===== config.mk =====
export PLATFORM = sky130hd
export DESIGN_NAME = pq_req_shaper
export DESIGN_NICKNAME = d
export VERILOG_FILES = /design/src/rtl/pq_pkg.sv /design/src/rtl/pq_req_fifo.sv /design/src/rtl/pq_req_shaper.sv
export SDC_FILE = /design/constraint.sdc
export NUM_CORES = 1
export LEC_CHECK = 0
export BUFFER_PORTS_ARGS = -buffer_cell sky130_fd_sc_hd__buf_2
export CORE_UTILIZATION = 52
export DETAILED_ROUTE_END_ITERATION = 8
export GPL_TIMING_DRIVEN = 0
export PLACE_DENSITY_LB_ADDON = 0.2
export SYNTH_ARGS = -nofsm -noshare
export SYNTH_HDL_FRONTEND = slang
export SYNTH_SLANG_ARGS = --single-unit
export TNS_END_PERCENT = 10

===== constraint.sdc =====
create_clock -name clk -period 2.3 [get_ports clk]
set_clock_uncertainty 0.15 [all_clocks]
set_input_delay 0.46 -clock clk [delete_from_list [all_inputs] [get_ports clk]]
set_output_delay 0.46 -clock clk [all_outputs]
set_load 0.005 [all_outputs]

===== src/rtl/pq_pkg.sv =====
// Shared types and defaults for the priority-queue request shaper.
//   pq_op_t  : request opcode (NOP / ENQ / DEQ / REPL)
//   kv_t     : packed {key, val} word carried with ENQ and REPL
//   PQ_*_SPACING : default minimum cycles between heap operations
package pq_pkg;

    localparam int KEY_WIDTH = 8;
    localparam int VAL_WIDTH = 8;
    localparam int KV_WIDTH  = KEY_WIDTH + VAL_WIDTH;

    typedef enum logic [1:0] {
        PQ_NOP  = 2'b00,
        PQ_ENQ  = 2'b01,
        PQ_DEQ  = 2'b10,
        PQ_REPL = 2'b11
    } pq_op_t;

    typedef logic [KV_WIDTH-1:0] kv_t;

    localparam int PQ_ENQ_SPACING  = 8;
    localparam int PQ_DEQ_SPACING  = 4;
    localparam int PQ_REPL_SPACING = 4;

endpackage


===== src/rtl/pq_req_fifo.sv =====
// Request buffer for the PQ shaper: synchronous FIFO of {op, kv}.
// Build option: PQ_SHAPER_COALESCE_EN adds the next-to-head peek ports.
// Ports:
//   clk, rst          clock, asynchronous active-high reset
//   push, push_op/kv  write one entry (caller guarantees !full)
//   pop1 / pop2       remove one / two entries (caller guarantees count)
//   head_op/kv        entry at the read pointer
//   next_op/kv        entry behind the head (coalesce build only)
//   count, full       occupancy, registered
import pq_pkg::*;

module pq_req_fifo #(
    parameter int DEPTH = 4,
    localparam int PTR_W = $clog2(DEPTH),
    localparam int CNT_W = PTR_W + 1
) (
    input  logic             clk,
    input  logic             rst,
    input  logic             push,
    input  pq_op_t           push_op,
    input  kv_t              push_kv,
    input  logic             pop1,
    input  logic             pop2,
    output pq_op_t           head_op,
    output kv_t              head_kv,
`ifdef PQ_SHAPER_COALESCE_EN
    output pq_op_t           next_op,
    output kv_t              next_kv,
`endif
    output logic [CNT_W-1:0] count,
    output logic             full
);

    pq_op_t           op_mem [DEPTH];
    kv_t              kv_mem [DEPTH];
    logic [PTR_W-1:0] wr_ptr;
    logic [PTR_W-1:0] rd_ptr;
    logic [CNT_W-1:0] push_amt;
    logic [CNT_W-1:0] pop_amt;

    assign push_amt = CNT_W'(push);
    assign pop_amt  = pop2 ? CNT_W'(2) : CNT_W'(pop1);
    assign full     = (count == CNT_W'(DEPTH));

    assign head_op = op_mem[rd_ptr];
    assign head_kv = kv_mem[rd_ptr];
`ifdef PQ_SHAPER_COALESCE_EN
    assign next_op = op_mem[rd_ptr + PTR_W'(1)];
    assign next_kv = kv_mem[rd_ptr + PTR_W'(1)];
`endif

    // Storage needs no reset; occupancy is tracked by count alone.
    always_ff @(posedge clk) begin
        if (push) begin
            op_mem[wr_ptr] <= push_op;
            kv_mem[wr_ptr] <= push_kv;
        end
    end

    always_ff @(posedge clk or posedge rst) begin
        if (rst) begin
            wr_ptr <= '0;
            rd_ptr <= '0;
            count  <= '0;
        end else begin
            if (push) begin
                wr_ptr <= wr_ptr + PTR_W'(1);
            end
            if (pop2) begin
                rd_ptr <= rd_ptr + PTR_W'(2);
            end else if (pop1) begin
                rd_ptr <= rd_ptr + PTR_W'(1);
            end
            count <= count + push_amt - pop_amt;
        end
    end

endmodule


===== src/rtl/pq_req_shaper.sv =====
// Front-end shaper for the pipelined-heap PQ. Buffers producer requests
// and issues them as single-cycle enq/deq strobes, holding off each next
// strobe for the spacing the heap pipeline needs after the previous op.
// Build option: PQ_SHAPER_COALESCE_EN merges a queued DEQ followed by an
// ENQ into one replace strobe.
// Ports:
//   clk, rst                  clock, asynchronous active-high reset
//   req_valid/req_ready       producer handshake
//   req_op, req_kv            request opcode and {key,val}
//   enq, deq, kvi             registered strobes and data to the PQ
//   pq_empty, pq_full         PQ status, sampled only in IDLE
//   err_underflow             one-cycle pulse when a DEQ hits an empty PQ
//   busy                      FIFO non-empty or spacing gap running
//
// state | meaning
// ------+-------------------------------------------------------------
// IDLE  | free to issue; evaluates FIFO head against PQ flags
// GAP   | spacing down-counter running after a strobe; no issue
import pq_pkg::*;

module pq_req_shaper #(
    parameter int FIFO_DEPTH   = 4,
    parameter int ENQ_SPACING  = PQ_ENQ_SPACING,
    parameter int DEQ_SPACING  = PQ_DEQ_SPACING,
    parameter int REPL_SPACING = PQ_REPL_SPACING
) (
    input  logic   clk,
    input  logic   rst,
    input  logic   req_valid,
    output logic   req_ready,
    input  pq_op_t req_op,
    input  kv_t    req_kv,
    output logic   enq,
    output logic   deq,
    output kv_t    kvi,
    input  logic   pq_empty,
    input  logic   pq_full,
    output logic   err_underflow,
    output logic   busy
);

    localparam int FCNT_W = $clog2(FIFO_DEPTH) + 1;
    localparam int SP_MAX = (ENQ_SPACING > DEQ_SPACING)
                          ? ((ENQ_SPACING > REPL_SPACING) ? ENQ_SPACING : REPL_SPACING)
                          : ((DEQ_SPACING > REPL_SPACING) ? DEQ_SPACING : REPL_SPACING);
    localparam int SP_W   = $clog2(SP_MAX + 1);

    localparam logic [SP_W-1:0] SP_ENQ  = SP_W'(ENQ_SPACING - 1);
    localparam logic [SP_W-1:0] SP_DEQ  = SP_W'(DEQ_SPACING - 1);
    localparam logic [SP_W-1:0] SP_REPL = SP_W'(REPL_SPACING - 1);

    localparam logic [0:0] ST_IDLE = 1'b0;
    localparam logic [0:0] ST_GAP  = 1'b1;

    logic [0:0]        state;
    logic [0:0]        nxt_state;
    logic [SP_W-1:0]   gap_cnt;
    logic [SP_W-1:0]   nxt_cnt;
    logic [SP_W-1:0]   load_val;
    logic              load_go;

    logic              nxt_enq;
    logic              nxt_deq;
    kv_t               nxt_kvi;
    logic              nxt_err;

    logic              push;
    logic              pop1;
    logic              pop2;
    pq_op_t            head_op;
    kv_t               head_kv;
    logic [FCNT_W-1:0] fifo_count;
    logic              fifo_full;

`ifdef PQ_SHAPER_COALESCE_EN
    pq_op_t            next_op;
    kv_t               next_kv;
    logic              coalesce_hit;
`endif

    assign req_ready = !fifo_full;
    assign push      = req_valid && req_ready && (req_op != PQ_NOP);
    assign busy      = (fifo_count != '0) || (state == ST_GAP);

    pq_req_fifo #(
        .DEPTH   (FIFO_DEPTH)
    ) u_fifo (
        .clk     (clk),
        .rst     (rst),
        .push    (push),
        .push_op (req_op),
        .push_kv (req_kv),
        .pop1    (pop1),
        .pop2    (pop2),
        .head_op (head_op),
        .head_kv (head_kv),
`ifdef PQ_SHAPER_COALESCE_EN
        .next_op (next_op),
        .next_kv (next_kv),
`endif
        .count   (fifo_count),
        .full    (fifo_full)
    );

`ifdef PQ_SHAPER_COALESCE_EN
    // A DEQ followed by an ENQ on a non-empty heap is one replace operation.
    assign coalesce_hit = (fifo_count >= FCNT_W'(2)) && (head_op == PQ_DEQ)
                       && (next_op == PQ_ENQ) && !pq_empty;
`endif

    always_comb begin
        nxt_state = state;
        nxt_cnt   = gap_cnt;
        nxt_enq   = 1'b0;
        nxt_deq   = 1'b0;
        nxt_kvi   = kvi;
        nxt_err   = 1'b0;
        pop1      = 1'b0;
        pop2      = 1'b0;
        load_go   = 1'b0;
        load_val  = '0;
        case (state)
            ST_IDLE: begin
                if (fifo_count != '0) begin
`ifdef PQ_SHAPER_COALESCE_EN
                    if (coalesce_hit) begin
                        pop2     = 1'b1;
                        nxt_enq  = 1'b1;
                        nxt_deq  = 1'b1;
                        nxt_kvi  = next_kv;
                        load_go  = 1'b1;
                        load_val = SP_REPL;
                    end else
`endif
                    begin
                        case (head_op)
                            PQ_ENQ: begin
                                // Full heap: hold the head until space frees up.
                                if (!pq_full) begin
                                    pop1     = 1'b1;
                                    nxt_enq  = 1'b1;
                                    nxt_kvi  = head_kv;
                                    load_go  = 1'b1;
                                    load_val = SP_ENQ;
                                end
                            end
                            PQ_DEQ: begin
                                pop1 = 1'b1;
                                if (!pq_empty) begin
                                    nxt_deq  = 1'b1;
                                    load_go  = 1'b1;
                                    load_val = SP_DEQ;
                                end else begin
                                    nxt_err  = 1'b1;
                                end
                            end
                            PQ_REPL: begin
                                // Replace on an empty heap degenerates to a plain insert.
                                pop1    = 1'b1;
                                nxt_enq = 1'b1;
                                nxt_kvi = head_kv;
                                load_go = 1'b1;
                                if (!pq_empty) begin
                                    nxt_deq  = 1'b1;
                                    load_val = SP_REPL;
                                end else begin
                                    load_val = SP_ENQ;
                                end
                            end
                            default: begin
                                pop1 = 1'b1;
                            end
                        endcase
                    end
                end
            end
            default: begin
                // Leaving GAP as the count reaches zero lets the IDLE decision
                // land one cycle before the earliest legal strobe.
                if (gap_cnt <= SP_W'(1)) begin
                    nxt_state = ST_IDLE;
                    nxt_cnt   = '0;
                end else begin
                    nxt_cnt   = gap_cnt - SP_W'(1);
                end
            end
        endcase
        if (load_go) begin
            nxt_cnt   = load_val;
            nxt_state = (load_val != '0) ? ST_GAP : ST_IDLE;
        end
    end

    always_ff @(posedge clk or posedge rst) begin
        if (rst) begin
            state         <= ST_IDLE;
            gap_cnt       <= '0;
            enq           <= 1'b0;
            deq           <= 1'b0;
            kvi           <= '0;
            err_underflow <= 1'b0;
        end else begin
            state         <= nxt_state;
            gap_cnt       <= nxt_cnt;
            enq           <= nxt_enq;
            deq           <= nxt_deq;
            kvi           <= nxt_kvi;
            err_underflow <= nxt_err;
        end
    end

endmodule


==> flow_summary.yaml <==
status:
  run_status: "complete, but fails checks"
  failed_checks: "negative setup slack"
run:
  maxCapViolCount: 0
synth:
  yosysTopAreaCell: "edfxtp_1"
  synth.avg_cell_area_um2: 19.0
  ys_ff_latch: 103
  seq_area_frac_synth_pct: 71.9
  synthCells: 215
  ys.flop_type: "edfxtp_1"
  ys_types: 37
  synthTopCellsByArea: "edfxtp_1 53%, dfrtp_1 19%, mux4_2 9.4%"
  synthArstFlopShare_pct: 30.1
  synth_nets: 247
  ys_warn_count: 0
  synth_edf_count: 72
  synth.cell_area_um2: 4080
  synth_top_area_share_pct: 52.9
floorplan:
  start_util_pct: 55.1
  die_width_um: 90.6
  ioPinCount: 44
  row_count: 31
  die_area_um2: 8210
  chipHeight_um: 90.6
  core-area_um2: 7410
timing:
  relSlewSlack_pct: 55.8
  max_freq_mhz: 411
  setup_slack_ns: -0.136
  finalCriticalPeriod_ns: 2.44
  setup-violations-final: 10
  drv_slew: 0
  finalSetupTns_ns: -0.319
  finalCritPeriodShare_pct: 106
  grt_setup_unrepaired: "true"
  hold_violations: 0
  timing.hold.ws_ns: 0.160
  tightest_slew_ns: 0.663
setup_path:
  critPathTopFamily: "adder cells"
  path_class: "flip-flop to flip-flop"
  critPathBufInv: 1
  cp_slowest_cell: "mux2_2"
  critPathMaxFanout: 4
  worstPathArrival_ns: 2.53
  required_ns: 2.39
  cp-start-kind: "flip-flop"
  end_kind: "flip-flop"
  crit_path_cell_trace: "mux2_2 > o22ai_4 > a211oi_2 > ha_1 > inv_1 > ha_2 > fa_2 > xor2_2 > xnor2_1"
  cpPeakStageDelay_ns: 0.40
grt:
  grt_use_total_pct: 17.5
  overflow: 0
  grt_pass1_wl_um: 10500
  grt_antenna_before_repair: 0
  grt_max_degree: 32
  grt_pass1_vias: 2052
detailed_routing:
  drtAntennaViolNets: 0
  wirelength_um: 6480
  routedWlPerCell_um: 17.0
  drt_first_pass_iters: 5
  viasPerCell: 5.29
  num_vias: 2021
  drc: 0
  first_iter_violations: 94
cells_and_area:
  mostFrequentLayoutCells: "72 x edfxtp_1, 43 x buf_2, 31 x dfrtp_1"
  n_antenna_cell: 0
  drive_above_1_share_pct: 41.7
  nNetsFinal: 310
  layout_commonest_cell: "edfxtp_1"
  fillerInstances: 545
  area_growth_pct: 16.8
cts:
  htreeDepth: 3
  clock-sinks: 103
  clk_path_buf_depth: 2
  cts_tree: "built"
  ctsRootBufferMaster: "clkbuf_8"
  clkTransAtPathRegs_ns: 0.09
  numCtsBuffers: 9
  clk-insertion-delay-late_ns: 0.35
min_path:
  hold_class: "input pin to flip-flop"
power:
  p_leak_nw: 1.85
  power_switching_share_pct: 29.7
  power.internal_mw: 4.23
  pwr-share-comb_pct: 36.2
  clkPwrFrac_pct: 19.1
  p_switching_mw: 1.79
  vdd.ir_drop.worst_mv: 0.499
  power.density_nw_per_um2: 1260
  p_seq_share_pct: 44.7
placement:
  dp_hpwl_um: 3950
  port-buffer-count: 43
  place_congestion: 0.712
worst paths after layout:
kind,depth (start not counted),start,endpoint,slack [ns]
worst min-delay path,2,pq_empty,deq$_DFF_PP0_,0.16
max in group asynchronous,4,rst,u_fifo.rd_ptr[1]$_DFFE_PP0P_,1.07
worst max register to register,9,u_fifo.rd_ptr[1]$_DFFE_PP0P_,u_fifo.count[2]$_DFF_PP0_,-0.14
worst min register to register,1,kvi[13]$_DFFE_PP0P_,kvi[13]$_DFFE_PP0P_,0.36
min in group asynchronous,3,rst,kvi[9]$_DFFE_PP0P_,0.47
worst max-delay path,9,u_fifo.rd_ptr[1]$_DFFE_PP0P_,u_fifo.count[2]$_DFF_PP0_,-0.14
through the flow:
stage	area [um2]	util, %	power (mW)	worst slack (ns)	std cells
after floorplan	4100	-	4.23	-0.136	215
after global placement	4440	59.9	4.73	-0.264	357
after detailed placement	4440	59.9	4.79	-0.317	357
after CTS	4720	63.7	6.05	-0.138	380
after global routing	4770	64.4	6.42	-0.268	382
final	4770	64.4	6.01	-0.136	382
worst register-to-register path, stage by stage, from the launching register on:
cell,delay (ns)
dfrtp_1,0.38
mux2_2,0.40
o22ai_4,0.20
a211oi_2,0.10
ha_1,0.29
inv_1,0.04
ha_2,0.16
fa_2,0.35
xor2_2,0.15
xnor2_1,0.12
flip-flops by register name, indices dropped and copies added (netlist names):
name and cells:
kvi 16, state 1, u_fifo.rd_ptr 2, gap_cnt 4, u_fifo.count 3, err_underflow 1
u_fifo.op_mem 8, enq 1, u_fifo.wr_ptr 2, u_fifo.kv_mem 64, deq 1
layout make-up:
cell class	count	area [um2]	share of cell area, %
Clock buffer	11	151	3.17
Buffer	7	65.1	1.36
Multi-Input combinational cell	92	1080	22.7
Clock inverter	5	56.3	1.18
Tap cell	99	124	2.60
Timing Repair Buffer	52	305	6.40
Inverter	13	48.8	1.02
Sequential cell	103	2940	61.6
synth_stat cells, types with 3 or more instances:
library cell,count
mux4_2,17
nand2_1,7
nor2_1,6
xnor2_1,3
edfxtp_1,72
dfrtp_1,31
buf_6,3
and2_1,4
mux2_2,9
o21ai_0,3
mux2_4,9
ha_1,8
inv_1,13
power groups by stage:
stage	sequential (mW)	clock, mW	combinational [mW]
2_1_floorplan	2.70	0	1.52
3_3_place_gp	2.72	0	2.02
3_5_place_dp	2.72	0	2.06
4_1_cts	2.68	1.17	2.19
5_1_grt	2.74	1.25	2.43
6_report	2.69	1.15	2.18
layer usage:
layer | wire length (um) | global-route usage (%) | up-vias
met5 | 0 | 0 | -
met4 | 110 | 7.53 | 0
met3 | 267 | 3.70 | 11
met2 | 3250 | 28.7 | 52
met1 | 2850 | 22.6 | 1003
li1 | - | - | 955
cells by family after synthesis:
group	after synthesis	synth area share [%]
AO/OA/AOI/OAI	15	2.82
XOR/XNOR	5	1.07
adder cells (fa/ha/maj)	9	2.94
buffers and inverters	20	2.45
flip-flops	103	71.9
multiplexers	35	15.2
AND/OR/NAND/NOR	28	3.62
what timing repair did:
item	in CTS	in global routing
endpoints found under the hold margin	0	12
setup endpoints to repair	76	11
gates cloned	0	0
pin swaps	3	3
resized for setup	9	2
buffers inserted	7	0
hold buffers	0	1
Power figures use the tool's default switching activity.
